`config.mk`:
```
export PLATFORM = sky130hd
export DESIGN_NAME = mem_access_unit
export DESIGN_NICKNAME = d
export VERILOG_FILES = /design/src/rtl/mem_access_unit.sv
export SDC_FILE = /design/constraint.sdc
export NUM_CORES = 1
export LEC_CHECK = 0
export ABC_AREA = 1
export ABC_CLOCK_PERIOD_IN_PS = 1900
export CAP_MARGIN = 10
export CELL_PAD_IN_SITES_DETAIL_PLACEMENT = 0
export CELL_PAD_IN_SITES_GLOBAL_PLACEMENT = 1
export CORE_ASPECT_RATIO = 0.9
export CORE_MARGIN = 2
export CORE_UTILIZATION = 30
export CTS_CLUSTER_DIAMETER = 80
export DETAILED_ROUTE_END_ITERATION = 10
export PLACE_DENSITY_LB_ADDON = 0.2
export RECOVER_POWER = 25
export SYNTH_ARGS = -nofsm -noshare
export SYNTH_HDL_FRONTEND = slang
export SYNTH_SLANG_ARGS = --single-unit
```
`constraint.sdc`:
```
create_clock -name clk -period 1.9 [get_ports clk]
set_input_delay 0.38 -clock clk [delete_from_list [all_inputs] [get_ports clk]]
set_output_delay 0.38 -clock clk [all_outputs]
set_load 0.1 [all_outputs]
```
`src/rtl/mem_access_unit.sv`:
```
// mem_access_unit: single-outstanding load/store engine between the control
// unit and a request/response memory port. Holds the MAR/MDR, lane-aligns
// byte stores, zero-extends byte loads and flags misaligned word accesses.
//
// Ports:
//   clk, reset_n                  clock (rising edge), async active-low reset
//   req_valid/req_ready           request handshake (ready only in IDLE)
//   req_write, req_byte           store/load, byte/word
//   req_addr, req_wdata           byte address, store data (byte store: [7:0])
//   mem_address, mem_wdata        registered MAR / MDR
//   mem_byte_enable               active lanes
//   mem_read, mem_write           strobes, held high until mem_resp
//   mem_rdata, mem_resp           memory completion and read data
//   rsp_valid, rsp_rdata          one-cycle response, load result
//   rsp_error                     misaligned access or timeout
//
// Optional feature: define MEM_TIMEOUT_EN to abort an access that has waited
// TIMEOUT_CYCLES cycles without mem_resp.
module mem_access_unit #(
  parameter int unsigned DATA_WIDTH     = 16,
  parameter int unsigned ADDR_WIDTH     = 16,
  parameter int unsigned TIMEOUT_CYCLES = 64
) (
  input  logic                    clk,
  input  logic                    reset_n,
  input  logic                    req_valid,
  output logic                    req_ready,
  input  logic                    req_write,
  input  logic                    req_byte,
  input  logic [ADDR_WIDTH-1:0]   req_addr,
  input  logic [DATA_WIDTH-1:0]   req_wdata,
  output logic [ADDR_WIDTH-1:0]   mem_address,
  output logic [DATA_WIDTH-1:0]   mem_wdata,
  output logic [DATA_WIDTH/8-1:0] mem_byte_enable,
  output logic                    mem_read,
  output logic                    mem_write,
  input  logic [DATA_WIDTH-1:0]   mem_rdata,
  input  logic                    mem_resp,
  output logic                    rsp_valid,
  output logic [DATA_WIDTH-1:0]   rsp_rdata,
  output logic                    rsp_error
);

  localparam int unsigned BE_W   = DATA_WIDTH / 8;
  localparam int unsigned LANE_W = $clog2(BE_W);

  // Elaboration-time parameter sanity.
  if (DATA_WIDTH < 16 || (DATA_WIDTH & (DATA_WIDTH - 1)) != 0) begin : g_bad_dw
    $error("mem_access_unit: DATA_WIDTH must be a power of 2 and >= 16");
  end
  if (TIMEOUT_CYCLES == 0) begin : g_bad_to
    $error("mem_access_unit: TIMEOUT_CYCLES must be >= 1");
  end

  typedef enum logic [1:0] {
    IDLE   = 2'd0,
    ACCESS = 2'd1,
    DONE   = 2'd2
  } state_t;

  state_t                state_q, state_d;
  logic [ADDR_WIDTH-1:0] mar_q, mar_d;
  logic [DATA_WIDTH-1:0] mdr_q, mdr_d;
  logic [DATA_WIDTH-1:0] rsp_rdata_q, rsp_rdata_d;
  logic [BE_W-1:0]       be_q, be_d;
  logic                  rd_q, rd_d;
  logic                  wr_q, wr_d;
  logic                  is_byte_q, is_byte_d;
  logic                  rsp_valid_q, rsp_valid_d;
  logic                  rsp_error_q, rsp_error_d;
  logic                  ready_q, ready_d;

`ifdef MEM_TIMEOUT_EN
  localparam int unsigned CNT_W = $clog2(TIMEOUT_CYCLES + 1);
  logic [CNT_W-1:0] cnt_q, cnt_d;
`endif

  // Lane of the incoming request and of the access in flight.
  logic [LANE_W-1:0]     req_lane;
  logic [LANE_W-1:0]     mar_lane;
  logic [7:0]            lane_byte;
  logic [DATA_WIDTH-1:0] load_data;

  assign req_lane  = req_addr[LANE_W-1:0];
  assign mar_lane  = mar_q[LANE_W-1:0];
  assign lane_byte = 8'(mem_rdata >> {mar_lane, 3'b000});
  assign load_data = is_byte_q ? DATA_WIDTH'(lane_byte) : mem_rdata;

  // Next-state and next-output logic.
  always_comb begin
    state_d     = state_q;
    mar_d       = mar_q;
    mdr_d       = mdr_q;
    be_d        = be_q;
    rd_d        = rd_q;
    wr_d        = wr_q;
    is_byte_d   = is_byte_q;
    rsp_valid_d = 1'b0;
    rsp_error_d = 1'b0;
    rsp_rdata_d = '0;
`ifdef MEM_TIMEOUT_EN
    cnt_d       = cnt_q;
`endif

    case (state_q)
      IDLE: begin
        if (req_valid) begin
          mar_d     = req_addr;
          is_byte_d = req_byte;
          if (req_byte) begin
            be_d  = BE_W'(1) << req_lane;
            mdr_d = {BE_W{req_wdata[7:0]}};
          end else begin
            be_d  = '1;
            mdr_d = req_wdata;
          end
          if (!req_byte && req_lane != '0) begin
            // Misaligned word: answer with an error, never touch memory.
            state_d     = DONE;
            rsp_valid_d = 1'b1;
            rsp_error_d = 1'b1;
          end else begin
            state_d = ACCESS;
            rd_d    = !req_write;
            wr_d    = req_write;
`ifdef MEM_TIMEOUT_EN
            cnt_d   = '0;
`endif
          end
        end
      end

      ACCESS: begin
        if (mem_resp) begin
          state_d     = DONE;
          rd_d        = 1'b0;
          wr_d        = 1'b0;
          rsp_valid_d = 1'b1;
          if (!wr_q) begin
            mdr_d       = load_data;
            rsp_rdata_d = load_data;
          end
`ifdef MEM_TIMEOUT_EN
        end else if (cnt_q == CNT_W'(TIMEOUT_CYCLES - 1)) begin
          // This cycle would bring the wait count to the limit: abort.
          state_d     = DONE;
          rd_d        = 1'b0;
          wr_d        = 1'b0;
          rsp_valid_d = 1'b1;
          rsp_error_d = 1'b1;
        end else begin
          cnt_d = cnt_q + CNT_W'(1);
`endif
        end
      end

      DONE: begin
        state_d = IDLE;
      end

      default: begin
        state_d = IDLE;
        rd_d    = 1'b0;
        wr_d    = 1'b0;
      end
    endcase

    ready_d = (state_d == IDLE);
  end

  // State and output registers.
  always_ff @(posedge clk or negedge reset_n) begin
    if (!reset_n) begin
      state_q     <= IDLE;
      mar_q       <= '0;
      mdr_q       <= '0;
      be_q        <= '0;
      rd_q        <= 1'b0;
      wr_q        <= 1'b0;
      is_byte_q   <= 1'b0;
      rsp_valid_q <= 1'b0;
      rsp_error_q <= 1'b0;
      rsp_rdata_q <= '0;
      ready_q     <= 1'b1;
`ifdef MEM_TIMEOUT_EN
      cnt_q       <= '0;
`endif
    end else begin
      state_q     <= state_d;
      mar_q       <= mar_d;
      mdr_q       <= mdr_d;
      be_q        <= be_d;
      rd_q        <= rd_d;
      wr_q        <= wr_d;
      is_byte_q   <= is_byte_d;
      rsp_valid_q <= rsp_valid_d;
      rsp_error_q <= rsp_error_d;
      rsp_rdata_q <= rsp_rdata_d;
      ready_q     <= ready_d;
`ifdef MEM_TIMEOUT_EN
      cnt_q       <= cnt_d;
`endif
    end
  end

  assign req_ready       = ready_q;
  assign mem_address     = mar_q;
  assign mem_wdata       = mdr_q;
  assign mem_byte_enable = be_q;
  assign mem_read        = rd_q;
  assign mem_write       = wr_q;
  assign rsp_valid       = rsp_valid_q;
  assign rsp_rdata       = rsp_rdata_q;
  assign rsp_error       = rsp_error_q;

endmodule

```
==> summary.md <==
| Metric | Value |
|---|---|
| Status | `complete, no violations` |
| Core Box Area | `8650 um^2` |
| Max_cap viols | `0` |
| Yosys reg bits | `58` |
| CTS Buf Count | `9` |
| Vias in the first global route | `approximately 2,500` |
| Cell Area, Synth | `between 2000 and 3000 um^2` |
| CTS tree | `built` |
| Number of diodes | `0` |
| Initial core utilization | `a little under a third` |
| Die W | `104 um` |
| Clk buf depth | `2` |
| Mapped Cells | `344` |
| Dpl hpwl | `5670 um` |
| # fillers | `approximately 900` |
| Critical Path AT | `1830 ps` |
| Period utilisation layout | `about 84%` |
| Via count | `2,477` |
| First-pass GRT wire length | `12,300 um` |
| Clock Sinks | `58` |
| Pre-antenna DRT Iters | `4` |
| Pin count of the biggest net entering global routing | `33` |
| Congestion Overflow GR | `0` |
| Tightest Pin Transition | `between 600 and 700 ps` |
| H-tree levels | `3` |
| Postcts setup bufs | `0` |
| Syn_nets | `between 300 and 400` |
| Seq/Total Area, Yosys | `between 50% and 60%` |
| Critical path required time | `between 2000 and 2500 ps` |
| Commonest non-fill, non-tap cells in the layout | `nand2_1, dfrtp_1, clkdlybuf4s50_1, buf_4` |
| # IOs | `109` |
| Final-stage net count | `514` |
| Achievable Freq | `626 MHz` |
| Num rows | `32` |
| Critical path startpoint category | `flop` |
| Buffers added on ports | `between 100 and 150` |
| Total track usage | `16.4%` |
| Initial antenna violation count | `0` |
| Final min period | `1600 ps` |
| # setup viols final | `0` |
| Average cell area after synthesis | `7.82 um^2` |
| Final wirelength | `7410 um` |
| Clock transition at the registers of the reported paths | `~70 ps` |
| Die area | `just under 10,000 um^2` |
| Fin. max-slew vios | `0` |
| Layout cells sized above 1 | `19.8%` |
| CP Class | `reg -> reg` |
| Via density | `about 4.2` |
| Antenna-violating nets left | `0` |
| Fin Setup TNS | `0 ps` |
| Die height | `around 94 um` |
| WL per Instance | `around 13 um` |
| Worst min path class | `reg -> reg` |
| Area growth from synthesis to layout | `56.6%` |
| Worst-Skew Late Latency | `330 ps` |
| Yosys cell types | `17` |
| CP Capture Type | `flop` |
| Residual DRC | `0` |
| Clock root buffer | `clkbuf_8` |
| RD Place Congestion | `0.796` |
| Slew HR | `~56%` |
| Worst Path Max Fanout | `16` |
| DRT iter0 DRCs | `between 90 and 100` |
| Endpoints failing hold | `0` |
| Skew final | `7.25 ps` |
| RSZ-0062 raised after global routing | `no` |
| Commonest non-fill, non-tap cell in the layout | `nand2_1` |
| Syn. warnings | `0` |
[sequential cells by signal, indices dropped and copies added (netlist names)]
signal / cells
req_ready: 1
is_byte_q: 1
mem_byte_enable: 2
state_q: 2
mem_read: 1
rsp_valid: 1
mem_write: 1
mem_wdata: 16
mem_address: 16
rsp_rdata: 16
rsp_error: 1
[what timing repair did]
item                                   CTS  global route
gates resized for setup                  0             0
endpoints found under the hold margin    6             0
hold buffers                             1             0
[metrics by stage]
stage	utilization [%]	hold WS [ps]	instance area [um^2]	std cells	worst slack (ps)
final	48.7	481	4210	583	304
after CTS	48.7	404	4220	583	285
after global routing	48.7	507	4210	583	84.2
after global placement	46.9	237	4050	567	92.0
after detailed placement	46.9	240	4050	567	66.5
after floorplan	-	84.4	2690	344	82.6
[worst max-delay path, stage by stage, from the launching register on]
cell and delay, ps:
dfrtp_1 440, inv_2 80, nor2_4 240, nand2_4 80
nand2_1 70, nand2_1 320, nand2_1 190, nand2_1 60
[worst paths after layout]
path	slack [ps]	endpoint	start	depth (start not counted)
max	300	mem_wdata[11]$_DFFE_PN0P_	state_q[0]$_DFF_PN0_	7
max reg2reg	300	mem_wdata[11]$_DFFE_PN0P_	state_q[0]$_DFF_PN0_	7
min	480	mem_address[12]$_DFFE_PN0P_	mem_address[12]$_DFFE_PN0P_	2
min in group asynchronous	510	rsp_rdata[3]$_DFF_PN0_	reset_n	2
max in group asynchronous	520	state_q[0]$_DFF_PN0_	reset_n	3
min reg2reg	480	mem_address[12]$_DFFE_PN0P_	mem_address[12]$_DFFE_PN0P_	2
[layer usage]
| layer | wire [um] | up-vias | track usage, % | share of wire, % |
|---|---|---|---|---|
| li1 | - | 1270 | - | - |
| met1 | 3220 | 1113 | 18.9 | 43 |
| met2 | 3410 | 84 | 27.3 | 46 |
| met3 | 697 | 10 | 7.98 | 9.4 |
| met4 | 84 | 0 | 5.07 | 1.1 |
| met5 | 0 | - | 0 | 0 |
[cell usage after synthesis (all sizes together)]
cell | number | area share (%)
dfstp | 1 | 0.98
nand2 | 191 | 27
inv | 24 | 3.4
buf | 6 | 1.9
clkinv | 1 | 0.14
nand3 | 18 | 3.4
dfrtp | 57 | 53
clkbuf | 7 | 0.98
o21ai | 13 | 2.4
or2 | 1 | 0.23
nor2 | 25 | 6.7
[final cells by class]
class	count	area (um^2)	share of cell area, %
inverters	25	93.8	2.23
well taps	119	149	3.54
multi-input cells	248	1060	25.3
clock inverters	4	20.0	0.475
flip-flops and latches	58	1450	34.5
clock buffers	11	131	3.12
repair buffers	118	1300	30.9
[kinds of logic (layout without fill, tap and decap cells)]
| kind of cell | after synthesis | in the layout | synth area share [%] |
|---|---|---|---|
| buffers and inverters | 38 | 158 | 6.37 |
| AO/OA/AOI/OAI | 13 | 13 | 2.42 |
| AND/OR/NAND/NOR | 235 | 235 | 37.2 |
| flip-flops | 58 | 58 | 54.0 |
Power is left out: the tool's default activity adds up to more than one toggle a clock period on the data nets, which glitch-free logic cannot reach.
==> RTL edit 1 (config.mk and constraints unchanged) <==
`DATA_WIDTH`: 16 -> 64.
--- a/src/rtl/mem_access_unit.sv
+++ b/src/rtl/mem_access_unit.sv
@@ -18,5 +18,5 @@
 // TIMEOUT_CYCLES cycles without mem_resp.
 module mem_access_unit #(
-  parameter int unsigned DATA_WIDTH     = 16,
+  parameter int unsigned DATA_WIDTH     = 64,
   parameter int unsigned ADDR_WIDTH     = 16,
   parameter int unsigned TIMEOUT_CYCLES = 64
Interface: changed (5 resized); port bits go from 109 to 307. No check against the original RTL was run, so the function may have changed too.
==> RTL edit 1 against the unedited design <==
  * Non-clock buffer count increased by 246
  * Synthesized area increased to 2.8 times the old value
  * Setup slack got worse by 0.14 ns
  * Routed wire length increased to 4.3 times the old value
  * Final area increased to 2.9 times the old value
  * Sequential cell count increased by 102
  * Highest routed layer is now met5
==> RTL edit 1: results (changes against the unedited design) <==
** Yosys
- The register area share after synthesis came to 0.535 (-0.00532).
- Counting instances in the post-synthesis netlist gives the leading cell types as sky130_fd_sc_hd__nand2_1 (433), sky130_fd_sc_hd__dfrtp_1 (159), sky130_fd_sc_hd__nor2_1 (77), sky130_fd_sc_hd__nand3_1 (67), sky130_fd_sc_hd__inv_1 (61).
- Share of the synthesized area in the top cell type :: 0.531 (+0.000938)
- Instance count of the mapped netlist :: 980 (+180%)
- Top cells by area in the synthesized netlist :: sky130_fd_sc_hd__dfrtp_1 (53%), sky130_fd_sc_hd__nand2_1 (22%), sky130_fd_sc_hd__a22oi_1 (4.8%)
- The distinct cell type count of the synthesized netlist was 21 (+4).

** Timing
- Final worst setup slack :: 0.161 ns (-0.143 ns)
- Final clock skew :: 0.00848 ns (+0.00123 ns)
- The worst slew margin relative to its limit came to 0.523 (-0.0367).
- Final-layout worst hold slack :: 0.477 ns (-0.00412 ns)

** Placement
- Placed cell area :: 11600 um^2 (+190%)
- Cell total after placement :: 1619 (+190%)
- The worst setup timing slack at the placement stage came to 0.00411 ns (-0.0624 ns).
- Global placement routability congestion :: 0.825 (+3.7%)
- The post-DP HPWL came to 23.6 mm (+320%).
- The quantity of I/O buffers inserted on ports was 306 (+180%).

** Global route
- Number of global-route vias before repair :: 7896 (+220%)
- First-pass GRT wire length :: 47.9 mm (+290%)
- Tot GR Track Use :: 0.243 (+0.0791)
- Maximum number of pins on one net before global-route repair :: 85 (+160%)

** Critical path
- Family of cells with the greatest summed delay on the critical path :: buffers and inverters
- The data arrival at the endpoint of the critical path came to 2.06 ns (+0.23 ns).
- In this run the critical register-to-register path is launched from state_q[1]$_DFF_PN0_.
- Critical Path Fanout Max :: 39 (+23)
- The cell count of the worst reg-to-reg path came to 7 (unchanged).
- In this run the critical register-to-register path is captured at rsp_rdata[6]$_DFF_PN0_.
- Peak per-stage delay on the critical path :: 0.42 ns (-0.02 ns)

** Drt
- The violation count after the first detailed-routing iteration came to 753 (+680%).
- Top routing layer used :: met5
- Number of vias per cell :: 4.73 (+11%)
- Iteration count of the initial detailed-routing pass :: 5 (+1)
- Length of routed met3 wiring :: 2.66 mm (+280%)
- M1 wire length :: 14.4 mm (+350%)
- Final wirelength :: 31.9 mm (+330%)

** Outcome
- Result of the run :: completed

** Clocking
- The later-pin clock latency in the skew report was 0.42 ns (+0.09 ns).
- Num CTS Buffers :: 17 (+8)
- H-tree depth :: 4 (+1)
- In this run the clock root is driven by a sky130_fd_sc_hd__clkbuf_16.

** Finish
- Share of post-route cells with drive strength above 1 :: 0.196 (-0.00223)
- Layout net count :: 1453 (+180%)
- The layout filler cell count is 2368 (+160%).
-- RTL edit 1: what timing repair did --
item / 4_1_cts / 5_1_grt
hold buffers: 1 / 0
endpoints found under the hold margin: 8 / 0
setup buffers: 0 / 0
-- RTL edit 1: final cells by class --
type | instances | share of cell area
Sequential cell | 160 | 0.329
Tap cell | 336 | 0.0345
Timing Repair Buffer | 364 | 0.325
Clock buffer | 19 | 0.0364
Inverter | 67 | 0.0206
Antenna cell | 1 | 0.000205
Multi-Input combinational cell | 693 | 0.245
Clock inverter | 13 | 0.00976
-- RTL edit 1: layer usage --
layer	vias up	track usage
li1	3731	-
met1	3710	0.346
met2	338	0.364
met3	38	0.0659
met4	2	0.0667
met5	-	0
-- RTL edit 1: cell families (layout without fill, tap and decap cells) --
family | after synthesis | count (layout) | synth area share
simple gates | 596 | 596 | 0.315
flops | 160 | 160 | 0.535
buf+inv | 127 | 463 | 0.0673
compound gates | 97 | 97 | 0.0832
other cells | 0 | 1 | 0
==> RTL edit 2 (same settings) <==
Without the edit above. Take the reset off `rsp_rdata_q` and load it in a clocked block of its own.
--- a/src/rtl/mem_access_unit.sv
+++ b/src/rtl/mem_access_unit.sv
@@ -181,5 +181,4 @@
       rsp_valid_q <= 1'b0;
       rsp_error_q <= 1'b0;
-      rsp_rdata_q <= '0;
       ready_q     <= 1'b1;
 `ifdef MEM_TIMEOUT_EN
@@ -196,5 +195,4 @@
       rsp_valid_q <= rsp_valid_d;
       rsp_error_q <= rsp_error_d;
-      rsp_rdata_q <= rsp_rdata_d;
       ready_q     <= ready_d;
 `ifdef MEM_TIMEOUT_EN
@@ -202,4 +200,8 @@
 `endif
     end
+  end
+
+  always_ff @(posedge clk) begin
+    rsp_rdata_q <= rsp_rdata_d;
   end
 
Formal check against the unedited RTL: differs if reset_n is asserted again (counterexample within 4 cycles, from zero or initial values and one cycle with reset_n low); with reset_n held inactive, the same outputs for 10 cycles.
==> RTL edit 2 against the unedited design <==
  * Setup slack better by 0.011 ns
  * Via count is 3.8% lower
  * First-iteration DRC count is 33% lower
  * Synthesized cell count is 1.7% lower
  * Critical path depth is 2 lower
  * Sequential cell count stayed put
  * Final area is 4.6% lower
  * Sequential share of layout area is 0.32 points lower
  * Synthesized area is 4.4% lower
  * Routed wire length is 2.4% lower
  * Critical path type unchanged
  * Largest cell class unchanged
  * Highest routed layer unchanged
Power is left out: the tool's default activity adds up to more than one toggle a clock period on the data nets, which glitch-free logic cannot reach.
==> RTL edit 2: results (changes against the unedited design) <==
** Yosys
- Share of the yosys chip area belonging to registers :: 0.534 (-0.00617)
- The area share of xor/xnor cells in the synthesized design is 0 (unchanged).
- The share of async-settable or async-resettable flops after synthesis came to 0.724 (-0.276).
- Post-synthesis compound-gate area fraction :: 0.0253 (+0.00112)
- By area the synthesized netlist is led by sky130_fd_sc_hd__dfrtp_1 (40%), sky130_fd_sc_hd__nand2_1 (24%), sky130_fd_sc_hd__dfxtp_1 (12%).
- Count of cell types in the netlist :: 23 (+6)
- The number of nets produced by synthesis came to 392 (-1.5%).
- Sorting the synthesized cells by how often they occur yields sky130_fd_sc_hd__nand2_1 (164), sky130_fd_sc_hd__dfrtp_1 (41), sky130_fd_sc_hd__nand3_1 (36), sky130_fd_sc_hd__inv_1 (22), sky130_fd_sc_hd__nor2_1 (19).

** Drt
- The violation count after the first detailed-routing iteration was 65 (-33%).
- The wire length after detailed routing is 7.23 mm (-2.4%).
- M1 wire length :: 3.54 mm (+9.9%)
- The met2 wirelength from detailed routing was 3.14 mm (-7.9%).

** Global route
- Met3 Track Usage GR :: 0.0617 (-0.0180)
- The met2 global-route usage was 0.235 (-0.0385).
- Fraction of met1 tracks used by global routing :: 0.223 (+0.0340)
- The maximum number of pins on one net before global-route repair was 23 (-30%).
- The total global routing track utilization was 0.161 (-0.00369).
- Number of global-route vias before repair :: 2303 (-7.9%)

** Placement
- The post-DP HPWL is 5.39 mm (-4.8%).
- Global placement routability congestion :: 0.780 (-2.0%)

** Timing
- Final-layout worst hold slack :: 0.286 ns (-0.195 ns)
- The worst clock skew came to 0.0103 ns (+0.00310 ns).

** Critical path
- Reg-to-Reg Start :: is_byte_q$_DFFE_PN0P_
- Worst Reg-to-Reg Cells :: 5 (-2)
- The data arrival at the endpoint of the critical path came to 1.80 ns (-0.03 ns).

** Finish
- The proportion of layout cells with a drive suffix above 1 was 0.187 (-0.0115).
- The layout filler cell count came to 847 (-6.9%).

** Clocking
- Hold buffer count at CTS :: 0 (-1)

** Min path
- Worst min path class :: primary input to asynchronous set/reset pin

** Outcome
- The flow ran to the end, and the final reports show no timing, DRC or antenna violations.
==> RTL edit 2: cell types whose count changed after synthesis, moves of 3 or more <==
cell / before / now
sky130_fd_sc_hd__buf_2: 4 / 9
sky130_fd_sc_hd__buf_4: 0 / 4
sky130_fd_sc_hd__clkbuf_1: 7 / 0
sky130_fd_sc_hd__dfrtp_1: 57 / 41
sky130_fd_sc_hd__dfxtp_1: 0 / 16
sky130_fd_sc_hd__nand2_1: 190 / 164
sky130_fd_sc_hd__nand3_1: 18 / 36
sky130_fd_sc_hd__nor2_1: 13 / 19
sky130_fd_sc_hd__nor2_4: 11 / 1
sky130_fd_sc_hd__nor3_1: 0 / 3
sky130_fd_sc_hd__o21ai_0: 13 / 6
==> RTL edit 2: final cells by class <==
class	count	area [um^2]	share of cell area
clock inverter	3	15.0	0.00374
sequential	58	1370	0.342
timing repair buffer	116	1220	0.304
clock buffer	13	160	0.0399
inverter	26	97.6	0.0243
tap	119	149	0.0371
multi-input combinational	239	1000	0.250
==> RTL edit 2: cell families after synthesis <==
| logic type | count (synthesis) |
|---|---|
| simple gates | 227 |
| compound gates | 12 |
| buf+inv | 41 |
| flops | 58 |
==> RTL edit 2: stage by stage <==
step	area, um^2	util	cells	setup slack (ns)
final	4020	0.475	574	0.314
after global routing	4020	0.475	574	0.0642
after CTS	4030	0.477	574	0.320
after detailed placement	3860	0.457	558	0.178
after global placement	3860	0.457	558	0.220
after floorplan	2570	-	338	0.158
==> RTL edit 2: critical path: stages (launching register included) <==
cell                       delay, ns
sky130_fd_sc_hd__dfrtp_1        0.62
sky130_fd_sc_hd__clkinv_1       0.41
sky130_fd_sc_hd__nand3_1        0.25
sky130_fd_sc_hd__nand2_1        0.07
sky130_fd_sc_hd__nand2_1        0.06
sky130_fd_sc_hd__nand2_1        0.05
